### src/rtl/jtag_tap_responder.sv
// IEEE 1149.1 TAP controller: the target end of the JTAG link.
// Decodes the 16 TAP states, holds the 4-bit instruction register and the
// IDCODE / BYPASS data registers, and hands shift/capture/update strobes and
// a select line to the debug unit.
//
// Optional feature: define JTAG_TAP_USERCODE_EN to build a 32-bit USERCODE DR
// selected by instruction 4'h3. Without it 4'h3 behaves as BYPASS.
//
// Ports:
//   tck_pad_i          JTAG clock (rising edge: FSM/shift, falling edge: TDO)
//   rst_pad_i          asynchronous active-high reset
//   tms_pad_i          test mode select
//   tdi_pad_i          test data in
//   tdo_pad_o          test data out (falling-edge registered)
//   tdo_oe_o           TDO enable, high in Shift-IR/Shift-DR
//   debug_select_o     active IR is DEBUG (4'h8)
//   shift_dr_o         FSM in Shift-DR
//   capture_dr_o       FSM in Capture-DR
//   update_dr_o        FSM in Update-DR
//   pause_dr_o         FSM in Pause-DR
//   test_logic_reset_o FSM in Test-Logic-Reset
//   debug_tdi_o        TDI forwarded to the debug chain
//   debug_tdo_i        serial return from the debug chain
module jtag_tap_responder #(
    parameter logic [31:0] IDCODE_VALUE   = 32'h14951185,
    parameter int unsigned IR_LEN         = 4,
    parameter logic [31:0] USERCODE_VALUE = 32'h00000000
) (
    input  logic tck_pad_i,
    input  logic rst_pad_i,
    input  logic tms_pad_i,
    input  logic tdi_pad_i,
    output logic tdo_pad_o,
    output logic tdo_oe_o,
    output logic debug_select_o,
    output logic shift_dr_o,
    output logic capture_dr_o,
    output logic update_dr_o,
    output logic pause_dr_o,
    output logic test_logic_reset_o,
    output logic debug_tdi_o,
    input  logic debug_tdo_i
);

    localparam int unsigned DR_W = 32;

    localparam logic [IR_LEN-1:0] IR_IDCODE   = IR_LEN'(4'h2);
    localparam logic [IR_LEN-1:0] IR_DEBUG    = IR_LEN'(4'h8);
    localparam logic [IR_LEN-1:0] IR_CAPTURE  = IR_LEN'(4'b0101);
`ifdef JTAG_TAP_USERCODE_EN
    localparam logic [IR_LEN-1:0] IR_USERCODE = IR_LEN'(4'h3);
`endif

    typedef enum logic [3:0] {
        TLR, RTI,
        SEL_DR, CAP_DR, SH_DR, EX1_DR, PAUSE_DR, EX2_DR, UPD_DR,
        SEL_IR, CAP_IR, SH_IR, EX1_IR, PAUSE_IR, EX2_IR, UPD_IR
    } tap_state_t;

    tap_state_t state, state_next;

    logic [IR_LEN-1:0] ir_shift;
    logic [IR_LEN-1:0] ir;
    logic              bypass_reg;
    logic [DR_W-1:0]   idcode_sr;
    logic              dr_tdo;
`ifdef JTAG_TAP_USERCODE_EN
    logic [DR_W-1:0]   usercode_sr;
`else
    logic              unused_usercode;
    assign unused_usercode = ^USERCODE_VALUE;
`endif

    // TAP state register
    always_ff @(posedge tck_pad_i or posedge rst_pad_i) begin
        if (rst_pad_i) state <= TLR;
        else           state <= state_next;
    end

    // Next-state decode and state strobes
    always_comb begin
        state_next         = state;
        shift_dr_o         = 1'b0;
        capture_dr_o       = 1'b0;
        update_dr_o        = 1'b0;
        pause_dr_o         = 1'b0;
        test_logic_reset_o = 1'b0;
        case (state)
            TLR:      state_next = tms_pad_i ? TLR    : RTI;
            RTI:      state_next = tms_pad_i ? SEL_DR : RTI;
            SEL_DR:   state_next = tms_pad_i ? SEL_IR : CAP_DR;
            CAP_DR:   state_next = tms_pad_i ? EX1_DR : SH_DR;
            SH_DR:    state_next = tms_pad_i ? EX1_DR : SH_DR;
            EX1_DR:   state_next = tms_pad_i ? UPD_DR : PAUSE_DR;
            PAUSE_DR: state_next = tms_pad_i ? EX2_DR : PAUSE_DR;
            EX2_DR:   state_next = tms_pad_i ? UPD_DR : SH_DR;
            UPD_DR:   state_next = tms_pad_i ? SEL_DR : RTI;
            SEL_IR:   state_next = tms_pad_i ? TLR    : CAP_IR;
            CAP_IR:   state_next = tms_pad_i ? EX1_IR : SH_IR;
            SH_IR:    state_next = tms_pad_i ? EX1_IR : SH_IR;
            EX1_IR:   state_next = tms_pad_i ? UPD_IR : PAUSE_IR;
            PAUSE_IR: state_next = tms_pad_i ? EX2_IR : PAUSE_IR;
            EX2_IR:   state_next = tms_pad_i ? UPD_IR : SH_IR;
            UPD_IR:   state_next = tms_pad_i ? SEL_DR : RTI;
            default:  state_next = TLR;
        endcase
        shift_dr_o         = (state == SH_DR);
        capture_dr_o       = (state == CAP_DR);
        update_dr_o        = (state == UPD_DR);
        pause_dr_o         = (state == PAUSE_DR);
        test_logic_reset_o = (state == TLR);
    end

    // Instruction and data registers; contents hold outside Capture/Shift
    always_ff @(posedge tck_pad_i or posedge rst_pad_i) begin
        if (rst_pad_i) begin
            ir_shift    <= '0;
            ir          <= IR_IDCODE;
            bypass_reg  <= 1'b0;
            idcode_sr   <= IDCODE_VALUE;
`ifdef JTAG_TAP_USERCODE_EN
            usercode_sr <= USERCODE_VALUE;
`endif
        end else begin
            if (state == CAP_IR)
                ir_shift <= IR_CAPTURE;
            else if (state == SH_IR)
                ir_shift <= {tdi_pad_i, ir_shift[IR_LEN-1:1]};

            // Any entry into TLR restores IDCODE as the active instruction
            if (state_next == TLR)
                ir <= IR_IDCODE;
            else if (state == UPD_IR)
                ir <= ir_shift;

            // Only the selected DR reaches TDO, so all of them capture/shift
            if (state == CAP_DR) begin
                bypass_reg  <= 1'b0;
                idcode_sr   <= IDCODE_VALUE;
`ifdef JTAG_TAP_USERCODE_EN
                usercode_sr <= USERCODE_VALUE;
`endif
            end else if (state == SH_DR) begin
                bypass_reg  <= tdi_pad_i;
                idcode_sr   <= {tdi_pad_i, idcode_sr[DR_W-1:1]};
`ifdef JTAG_TAP_USERCODE_EN
                usercode_sr <= {tdi_pad_i, usercode_sr[DR_W-1:1]};
`endif
            end
        end
    end

    // Serial output of the DR selected by the active instruction
    always_comb begin
        dr_tdo = bypass_reg;
        case (ir)
            IR_IDCODE:   dr_tdo = idcode_sr[0];
            IR_DEBUG:    dr_tdo = debug_tdo_i;
`ifdef JTAG_TAP_USERCODE_EN
            IR_USERCODE: dr_tdo = usercode_sr[0];
`endif
            default:     dr_tdo = bypass_reg;
        endcase
    end

    // TDO and its enable change on the falling edge
    always_ff @(negedge tck_pad_i or posedge rst_pad_i) begin
        if (rst_pad_i) begin
            tdo_pad_o <= 1'b0;
            tdo_oe_o  <= 1'b0;
        end else begin
            tdo_oe_o <= (state == SH_IR) || (state == SH_DR);
            case (state)
                SH_IR:   tdo_pad_o <= ir_shift[0];
                SH_DR:   tdo_pad_o <= dr_tdo;
                default: tdo_pad_o <= 1'b0;
            endcase
        end
    end

    assign debug_select_o = (ir == IR_DEBUG);
    assign debug_tdi_o    = tdi_pad_i;

endmodule

### config.mk
export PLATFORM = sky130hd
export DESIGN_NAME = jtag_tap_responder
export DESIGN_NICKNAME = d
export VERILOG_FILES = /design/src/rtl/jtag_tap_responder.sv
export SDC_FILE = /design/constraint.sdc
export NUM_CORES = 1
export LEC_CHECK = 0
export CAP_MARGIN = 20
export CORE_MARGIN = 5
export CORE_UTILIZATION = 52
export DETAILED_ROUTE_END_ITERATION = 8
export DONT_BUFFER_PORTS = 1
export PLACE_DENSITY = 0.73
export SLEW_MARGIN = 10
export SYNTH_ARGS = -nofsm -noshare
export SYNTH_HDL_FRONTEND = slang
export SYNTH_SLANG_ARGS = --single-unit
### constraint.sdc
create_clock -name tck_pad_i -period 3.3 [get_ports tck_pad_i]
set_input_delay 0.99 -clock tck_pad_i [delete_from_list [all_inputs] [get_ports tck_pad_i]]
set_output_delay 0.99 -clock tck_pad_i [all_outputs]
set_load 0.01 [all_outputs]
# After elaboration in Yosys (flattened, before gate mapping)
# Cells that the tools add are included.
dict set report totals {
  reg_bits 47
  in_bits 5
  out_inout_bits 9
}
dict set report op_classes {
  n_eq_ne 17
  muxes 23
  reduce_logical 9
}
# op n
set op_table {}
lappend op_table {{$mux W32} 2}
lappend op_table {{$pmux W4 S12} 1}
lappend op_table {{$eq A4 B4 Y1 const B} 9}
lappend op_table {{$mux W4} 8}
lappend op_table {{$eq A4 B3 Y1 const B} 4}
lappend op_table {{$eq A4 B2 Y1 const B} 3}
lappend op_table {{$logic_not A4 Y1} 2}
lappend op_table {{$mux W2} 3}
lappend op_table {{$mux W3} 2}
lappend op_table {{$reduce_bool A2 Y1} 3}
lappend op_table {{$mux W1} 5}
lappend op_table {{$eq A4 B1 Y1 const B} 1}
lappend op_table {{$pmux W1 S2} 2}
lappend op_table {{$reduce_or A2 Y1} 2}
lappend op_table {{$reduce_or A3 Y1} 1}
lappend op_table {{$logic_or A1 B1 Y1} 1}

# Longest topological paths before layout
# Gate-level depths: netlist of the first run.
dict set report depth {
  ltp_word 5
  ltp_mapped 7
  mapped_depth_nobuf 5
}

==> impl_metrics.sql, run 1 <==
INSERT INTO impl_metrics (metric_group, metric, value, unit) VALUES
('run', 'maxCapViolations', '0', ''),
('timing', 'final.setup_skew', '0.00523', 'ns'),
('global_routing', 'antenna_found_initial', '0', ''),
('detailed_routing', 'drtIter0Drc', '121', ''),
('floorplan', 'rows', '22', ''),
('synthesis', 'ys_ff_latch', '46', ''),
('clock_tree', 'clock-sinks', '46', ''),
('status', 'failed_checks', 'setup timing', ''),
('placed_design', 'dp.final_hpwl', '2410', 'um'),
('clock_tree', 'ctsLongestPathBuffers', '2', ''),
('synthesis', 'synth.avg_cell_area', '11.5', 'um2'),
('placed_design', 'port-buffer-count', '0', ''),
('clock_tree', 'root_buffer', 'clkbuf_8', ''),
('synthesis', 'yosys.area_share.xor_xnor', '1.33', '%'),
('synthesis', 'ys_seq_area_share', '59.0', '%'),
('cells_and_area', 'n_fill_cell', '311', ''),
('clock_tree', 'post_cts_resize_count', '0', ''),
('detailed_routing', 'wirelength', '3590', 'um'),
('cells_and_area', 'layout-area-overhead-vs-synth', '7.78', '%'),
('synthesis', 'synthCells', '172', ''),
('floorplan', 'top_level_ports', '14', ''),
('synthesis', 'muxShareOfSynthArea', '1.52', '%'),
('floorplan', 'core-area', '0.00366', 'mm2'),
('synthesis', 'async_flop_share', '100', '%'),
('clock_tree', 'cts_max_level', '2', ''),
('pwr', 'static-leakage-power', '0.967', 'nW'),
('critical_path', 'crit_path_end_kind', 'primary output', ''),
('timing', 'final_critical_path_setup_slack', '-0.0772', 'ns'),
('pwr', 'cellPowerDensity', '1060', 'mW/mm2'),
('global_routing', 'grt_start_max_net_pins', '24', ''),
('detailed_routing', 'drt_drc_violations_left', '0', ''),
('critical_path', 'crit_path_start_kind', 'flop', ''),
('synthesis', 'netlist_area', '0.00198', 'mm2'),
('timing', 'rsz0062_at_grt', 'yes', ''),
('critical_path', 'worst-endpoint-required', '2.31', 'ns'),
('critical_path', 'timing_worst_setup_path_type', 'flop to primary output', ''),
('global_routing', 'grt_pass1_vias', '1203', ''),
('placed_design', 'placed_cells_incl_taps', '213', ''),
('cells_and_area', 'drive_above_1_share', '20.2', '%'),
('synthesis', 'synth-main-ff-cell', 'dfrtp_1', ''),
('critical_path', 'worst-path-max-fanout', '1', ''),
('cells_and_area', 'layout_common_cells', 'dfrtp_1, a22o_1, nand2_1', ''),
('synthesis', 'fraction_of_the_mapped_netlist_area_in_compound_gates', '21.1', '%'),
('hold_path', 'min_path_type', 'flop to flop', ''),
('clock_tree', 'clock_insertion_delay_worst_skew', '0.30', 'ns'),
('detailed_routing', 'drtAntennaViolNets', '0', ''),
('detailed_routing', 'vias', '1320', ''),
('floorplan', 'die_width', '71.7', 'um'),
('global_routing', 'grt_util_all_layers', '15.0', '%'),
('timing', 'timing.final.hold_violations', '0', ''),
('placed_design', 'pre_cts_ws', '0.116', 'ns'),
('clock_tree', 'cts_post_setup_buffers_inserted', '0', ''),
('clock_tree', 'path_clk_slew', '0.08', 'ns'),
('detailed_routing', 'routed_via_density', '5.97', ''),
('cells_and_area', 'most_common_cell_after_layout_fill_and_taps_aside', 'dfrtp_1', ''),
('floorplan', 'floorplan.initialDensity', '54.0', '%'),
('cells_and_area', 'design.final.nets', '177', ''),
('pwr', 'max-vdd-ir-drop', '0.471', 'mV'),
('clock_tree', 'tritoncts.num_buffers', '5', ''),
('floorplan', 'dieArea', '0.00514', 'mm2'),
('timing', 'worst_slew_pin_slew', '0.623', 'ns'),
('cells_and_area', 'top_register', 'idcode_sr', ''),
('synthesis', 'yosysWarnings', '0', ''),
('detailed_routing', 'wire_per_inst', '16.2', 'um'),
('cells_and_area', 'final_cell_count_no_fill', '221', ''),
('global_routing', 'grt_first_pass_wirelength', '5910', 'um'),
('detailed_routing', 'drt_pass1_iterations', '4', ''),
('floorplan', 'die_h', '71.7', 'um'),
('cells_and_area', 'final_antenna_diode_count', '0', ''),
('synthesis', 'synthAdderAreaFrac', '0', '%'),
('timing', 'setup-violations-final', '2', ''),
('timing', 'slew_headroom', '57.9', '%'),
('clock_tree', 'cts_tree', 'built', ''),
('synthesis', 'synth-edff-count', '0', ''),
('synthesis', 'synth_simple_gate_area_share', '11.8', '%'),
('synthesis', 'dominant_combinational_cell_family_by_area_after_synthesis', 'compound AO/OA/AOI/OAI gates', ''),
('status', 'run_status', 'finished with violations', ''),
('timing', 'timing.final.max_slew_violations', '0', ''),
('synthesis', 'synth.lib_cells_used.distinct', '36', ''),
('critical_path', 'critPathArrivalTime', '2.39', 'ns'),
('synthesis', 'syn-num-nets', '177', ''),
('global_routing', 'gr-total-overflow', '0', ''),
('cells_and_area', 'largest_register_ff_count', '31', ''),
('placed_design', 'gp_congestion', '0.807', '');
-- per-stage QoR --
stage                     area, um2  power, W  util [%]  setup TNS [ns]  hold WS [ns]
after floorplan                1980   0.00170         -               0         0.466
after global placement         2020   0.00182      55.2               0         0.484
after detailed placement       2020   0.00187      55.2               0         0.485
after CTS                      2130   0.00229      58.2          -0.181         0.510
after global routing           2130   0.00242      58.2          -0.200         0.522
final                          2130   0.00227      58.2          -0.151         0.505
-- final cells by class --
class                      instances  area (um2)  share of cell area, %
multi-input combinational        105         707                   33.2
clock inverter                     3        43.8                   2.05
sequential                        46        1170                   54.7
timing repair buffer               8        60.1                   2.82
inverter                           6        26.3                   1.23
tap                               48        60.1                   2.82
clock buffer                       5        68.8                   3.23
-- cell families after synthesis --
kind of cell | Yosys count
flip-flops | 46
buffers and inverters | 21
AND/OR/NAND/NOR | 44
multiplexers | 3
XOR/XNOR | 3
AO/OA/AOI/OAI | 55
-- where the power goes --
group | switching, W | total (W) | leakage [nW] | internal, W
logic | 0.000429 | 0.000799 | 0.338 | 0.000370
clock network | 0.000185 | 0.000412 | 0.0585 | 0.000227
registers | 0.000187 | 0.00106 | 0.571 | 0.000870
-- routing by layer --
metal / GRT usage [%] / share of wire (%) / vias to the layer above
met5: 0 / 0 / -
met4: 7.31 / 1.2 / 0
met3: 4.63 / 4.8 / 4
met2: 23.3 / 50 / 40
met1: 19.2 / 44 / 659
li1: - / - / 617
-- synth_stat cells (all sizes together) (2+ instances only) --
cell type	instances	area share, %
nand2b	2	0.63
dfrtp	32	40
a21oi	8	2.0
nand2	13	2.5
mux2i	3	1.5
nor2	11	2.1
nand3b	2	0.76
a22o	21	9.3
inv	6	1.1
clkbuf	3	0.57
dfstp	12	16
buf	12	3.6
dfrtn	2	2.5
o21ai	9	2.3
nand3	4	1.6
xor2	2	0.89
nor3	6	1.8
o22a	11	4.9
-- timing repair --
action,in CTS,in global routing
hold buffers,0,0
setup endpoints to repair,2,2
endpoints found under the hold margin,0,0
-- worst paths after layout --
kind                                            from                         to  slack (ns)  cells past startpoint
min in group asynchronous                  rst_pad_i   idcode_sr[5]$_DFFE_PP0P_        0.68                      2
max                               tdo_oe_o$_DFF_NP0_                   tdo_oe_o       -0.08                      0
min                        idcode_sr[13]$_DFFE_PP0P_  idcode_sr[13]$_DFFE_PP0P_        0.50                      1
min reg2reg                idcode_sr[13]$_DFFE_PP0P_  idcode_sr[13]$_DFFE_PP0P_        0.50                      1
max in group asynchronous                  rst_pad_i        tdo_pad_o$_DFF_NP0_        1.17                      1
max reg2reg                       state[3]$_DFF_PP0_         tdo_oe_o$_DFF_NP0_        0.48                      3
Power figures use the tool's default switching activity.
==> run 2: changes to the inputs <==
Settings changed: CTS_BUF_LIST from default to sky130_fd_sc_hd__clkbuf_4, PLACE_DENSITY 0.73 to 0.76.
Clock period 3.3 ns to 2.84 ns, I/O delays scaled along.
==> impl_metrics.sql, run 2 (synthesis gave the netlist of run 1 again) <==
INSERT INTO impl_metrics (metric_group, metric, value, unit) VALUES
('status', 'run_status', 'finished with violations', ''),
('status', 'failed_checks', 'setup timing', ''),
('global_routing', 'grt_util_all_layers', '15.3', '%'),
('cells_and_area', 'drive_above_1_share', '20.2', '%'),
('timing', 'final.hold.worst_slack', '0.268', 'ns'),
('critical_path', 'crit_path_end_kind', 'primary output', ''),
('clock_tree', 'cts_max_level', '2', ''),
('clock_tree', 'clock_insertion_delay_worst_skew', '0.37', 'ns'),
('timing', 'rsz0062_at_grt', 'yes', ''),
('clock_tree', 'root_buffer', 'clkbuf_4', ''),
('cells_and_area', 'layout_common_cells', 'dfrtp_1, a22o_1, nand2_1', ''),
('hold_path', 'min_path_type', 'primary input to async pin', ''),
('cells_and_area', 'largest_register_ff_count', '31', ''),
('pwr', 'power_switching', '0.000943', 'W'),
('timing', 'slew_headroom', '60.1', '%'),
('detailed_routing', 'wirelength', '3640', 'um'),
('critical_path', 'critPathArrivalTime', '2.23', 'ns'),
('floorplan', 'floorplan.initialDensity', '54.0', '%'),
('cells_and_area', 'final_cell_count_no_fill', '221', ''),
('detailed_routing', 'wire_per_inst', '16.4', 'um'),
('timing', 'final_critical_path_setup_slack', '-0.240', 'ns'),
('floorplan', 'die_h', '71.7', 'um'),
('pwr', 'max-vdd-ir-drop', '0.528', 'mV'),
('pwr', 'pwr-share-comb', '37.1', '%'),
('detailed_routing', 'routed_via_density', '6.00', ''),
('global_routing', 'antenna_found_initial', '0', ''),
('critical_path', 'worst-path-max-fanout', '1', ''),
('pwr', 'internal-power', '0.00163', 'W'),
('clock_tree', 'clock-sinks', '46', ''),
('critical_path', 'crit_path_start_kind', 'flop', ''),
('timing', 'final.setup_skew', '0.0206', 'ns'),
('clock_tree', 'post_cts_resize_count', '0', ''),
('global_routing', 'gr-total-overflow', '0', ''),
('pwr', 'power_switching_share', '36.6', '%'),
('floorplan', 'die_width', '71.7', 'um'),
('timing', 'timing.final.hold_violations', '0', ''),
('floorplan', 'dieArea', '0.00514', 'mm2'),
('cells_and_area', 'design.final.nets', '177', ''),
('detailed_routing', 'drtIter0Drc', '89', ''),
('cells_and_area', 'final_antenna_diode_count', '0', ''),
('global_routing', 'grt_start_max_net_pins', '37', ''),
('timing', 'setup-violations-final', '2', ''),
('timing', 'final.setup.tns', '-0.477', 'ns'),
('cells_and_area', 'most_common_cell_after_layout_fill_and_taps_aside', 'dfrtp_1', ''),
('detailed_routing', 'drt_pass1_iterations', '4', ''),
('timing', 'worst_slew_pin_slew', '0.590', 'ns'),
('detailed_routing', 'drtAntennaViolNets', '0', ''),
('timing', 'timing.final.max_slew_violations', '0', ''),
('critical_path', 'timing_worst_setup_path_type', 'flop to primary output', ''),
('placed_design', 'dp.final_hpwl', '2420', 'um'),
('clock_tree', 'tritoncts.num_buffers', '5', ''),
('clock_tree', 'ctsLongestPathBuffers', '2', ''),
('critical_path', 'worst-endpoint-required', '1.99', 'ns'),
('global_routing', 'grt_pass1_vias', '1358', ''),
('cells_and_area', 'n_fill_cell', '299', ''),
('run', 'maxCapViolations', '0', ''),
('cells_and_area', 'post-route-util', '57.4', '%'),
('cells_and_area', 'top_register', 'idcode_sr', ''),
('placed_design', 'gp_congestion', '0.814', ''),
('placed_design', 'pre_cts_ws', '-0.00952', 'ns'),
('floorplan', 'top_level_ports', '14', ''),
('placed_design', 'placed_cells_incl_taps', '213', ''),
('clock_tree', 'cts_tree', 'built', ''),
('floorplan', 'rows', '22', ''),
('pwr', 'static-leakage-power', '0.954', 'nW'),
('floorplan', 'core-area', '0.00366', 'mm2'),
('cells_and_area', 'layout-area-overhead-vs-synth', '6.20', '%'),
('pwr', 'power.share.clock', '15.7', '%'),
('global_routing', 'grt_first_pass_wirelength', '6240', 'um'),
('pwr', 'sequentialPowerShare', '47.2', '%'),
('pwr', 'cellPowerDensity', '1230', 'mW/mm2'),
('clock_tree', 'post_cts_hold_buffer_count', '0', ''),
('detailed_routing', 'drt_drc_violations_left', '0', ''),
('placed_design', 'port-buffer-count', '0', ''),
('detailed_routing', 'vias', '1327', ''),
('clock_tree', 'path_clk_slew', '0.14', 'ns');
## run 2: cell counts in the layout (fill, tap and decap cells not counted)
No cell type changed its count.
## run 2: timing repair
| item | 4_1_cts | 5_1_grt |
|---|---|---|
| hold endpoints to repair | 0 | 0 |
| endpoints found under the setup margin | 2 | 2 |
| buffers inserted | 0 | 0 |
## run 2: path summary, 6_finish.rpt
path | startpoint | to | slack, ns | cells past startpoint
max | tdo_oe_o$_DFF_NP0_ | tdo_oe_o | -0.24 | 0
min | rst_pad_i | ir_shift[0]$_DFFE_PP0N_ | 0.27 | 1
max reg2reg | ir[1]$_DFFE_PP1P_ | tdo_pad_o$_DFF_NP0_ | 0.19 | 4
min reg2reg | idcode_sr[22]$_DFFE_PP0P_ | idcode_sr[21]$_DFFE_PP0P_ | 0.51 | 1
max in group asynchronous | rst_pad_i | tdo_oe_o$_DFF_NP0_ | 1.03 | 1
min in group tck_pad_i | idcode_sr[22]$_DFFE_PP0P_ | idcode_sr[21]$_DFFE_PP0P_ | 0.51 | 1
## run 2: through the flow
stage                     power, W  area (um2)
after global routing       0.00275        2100
after global placement     0.00212        2020
after CTS                  0.00259        2100
final                      0.00258        2100
after detailed placement   0.00219        2020
after floorplan            0.00198        1980
## run 2: layout make-up
| class | count | area [um2] | area share, % |
|---|---|---|---|
| Multi-Input combinational cell | 105 | 707 | 33.7 |
| Sequential cell | 46 | 1170 | 55.5 |
| Inverter | 6 | 26.3 | 1.25 |
| Timing Repair Buffer | 8 | 60.1 | 2.86 |
| Clock inverter | 3 | 43.8 | 2.08 |
| Clock buffer | 5 | 37.5 | 1.79 |
| Tap cell | 48 | 60.1 | 2.86 |
## run 2: per-layer routing
layer  up-vias  share of wire, %  wire length [um]  track usage [%]
li1        620                 -                 -                -
met1       672                47              1710             19.5
met2        29                48              1730             24.2
met3         6               3.6               132             5.05
met4         0               1.6                59             6.05
met5         -                 0                 0                0
## run 2: power groups by stage
stage	registers (W)	logic, W	clock network, W
final	0.00122	0.000954	0.000405
after global routing	0.00125	0.00106	0.000445
after CTS	0.00122	0.000961	0.000411
after detailed placement	0.00123	0.000955	0
after global placement	0.00121	0.000907	0
after floorplan	0.00115	0.000827	0
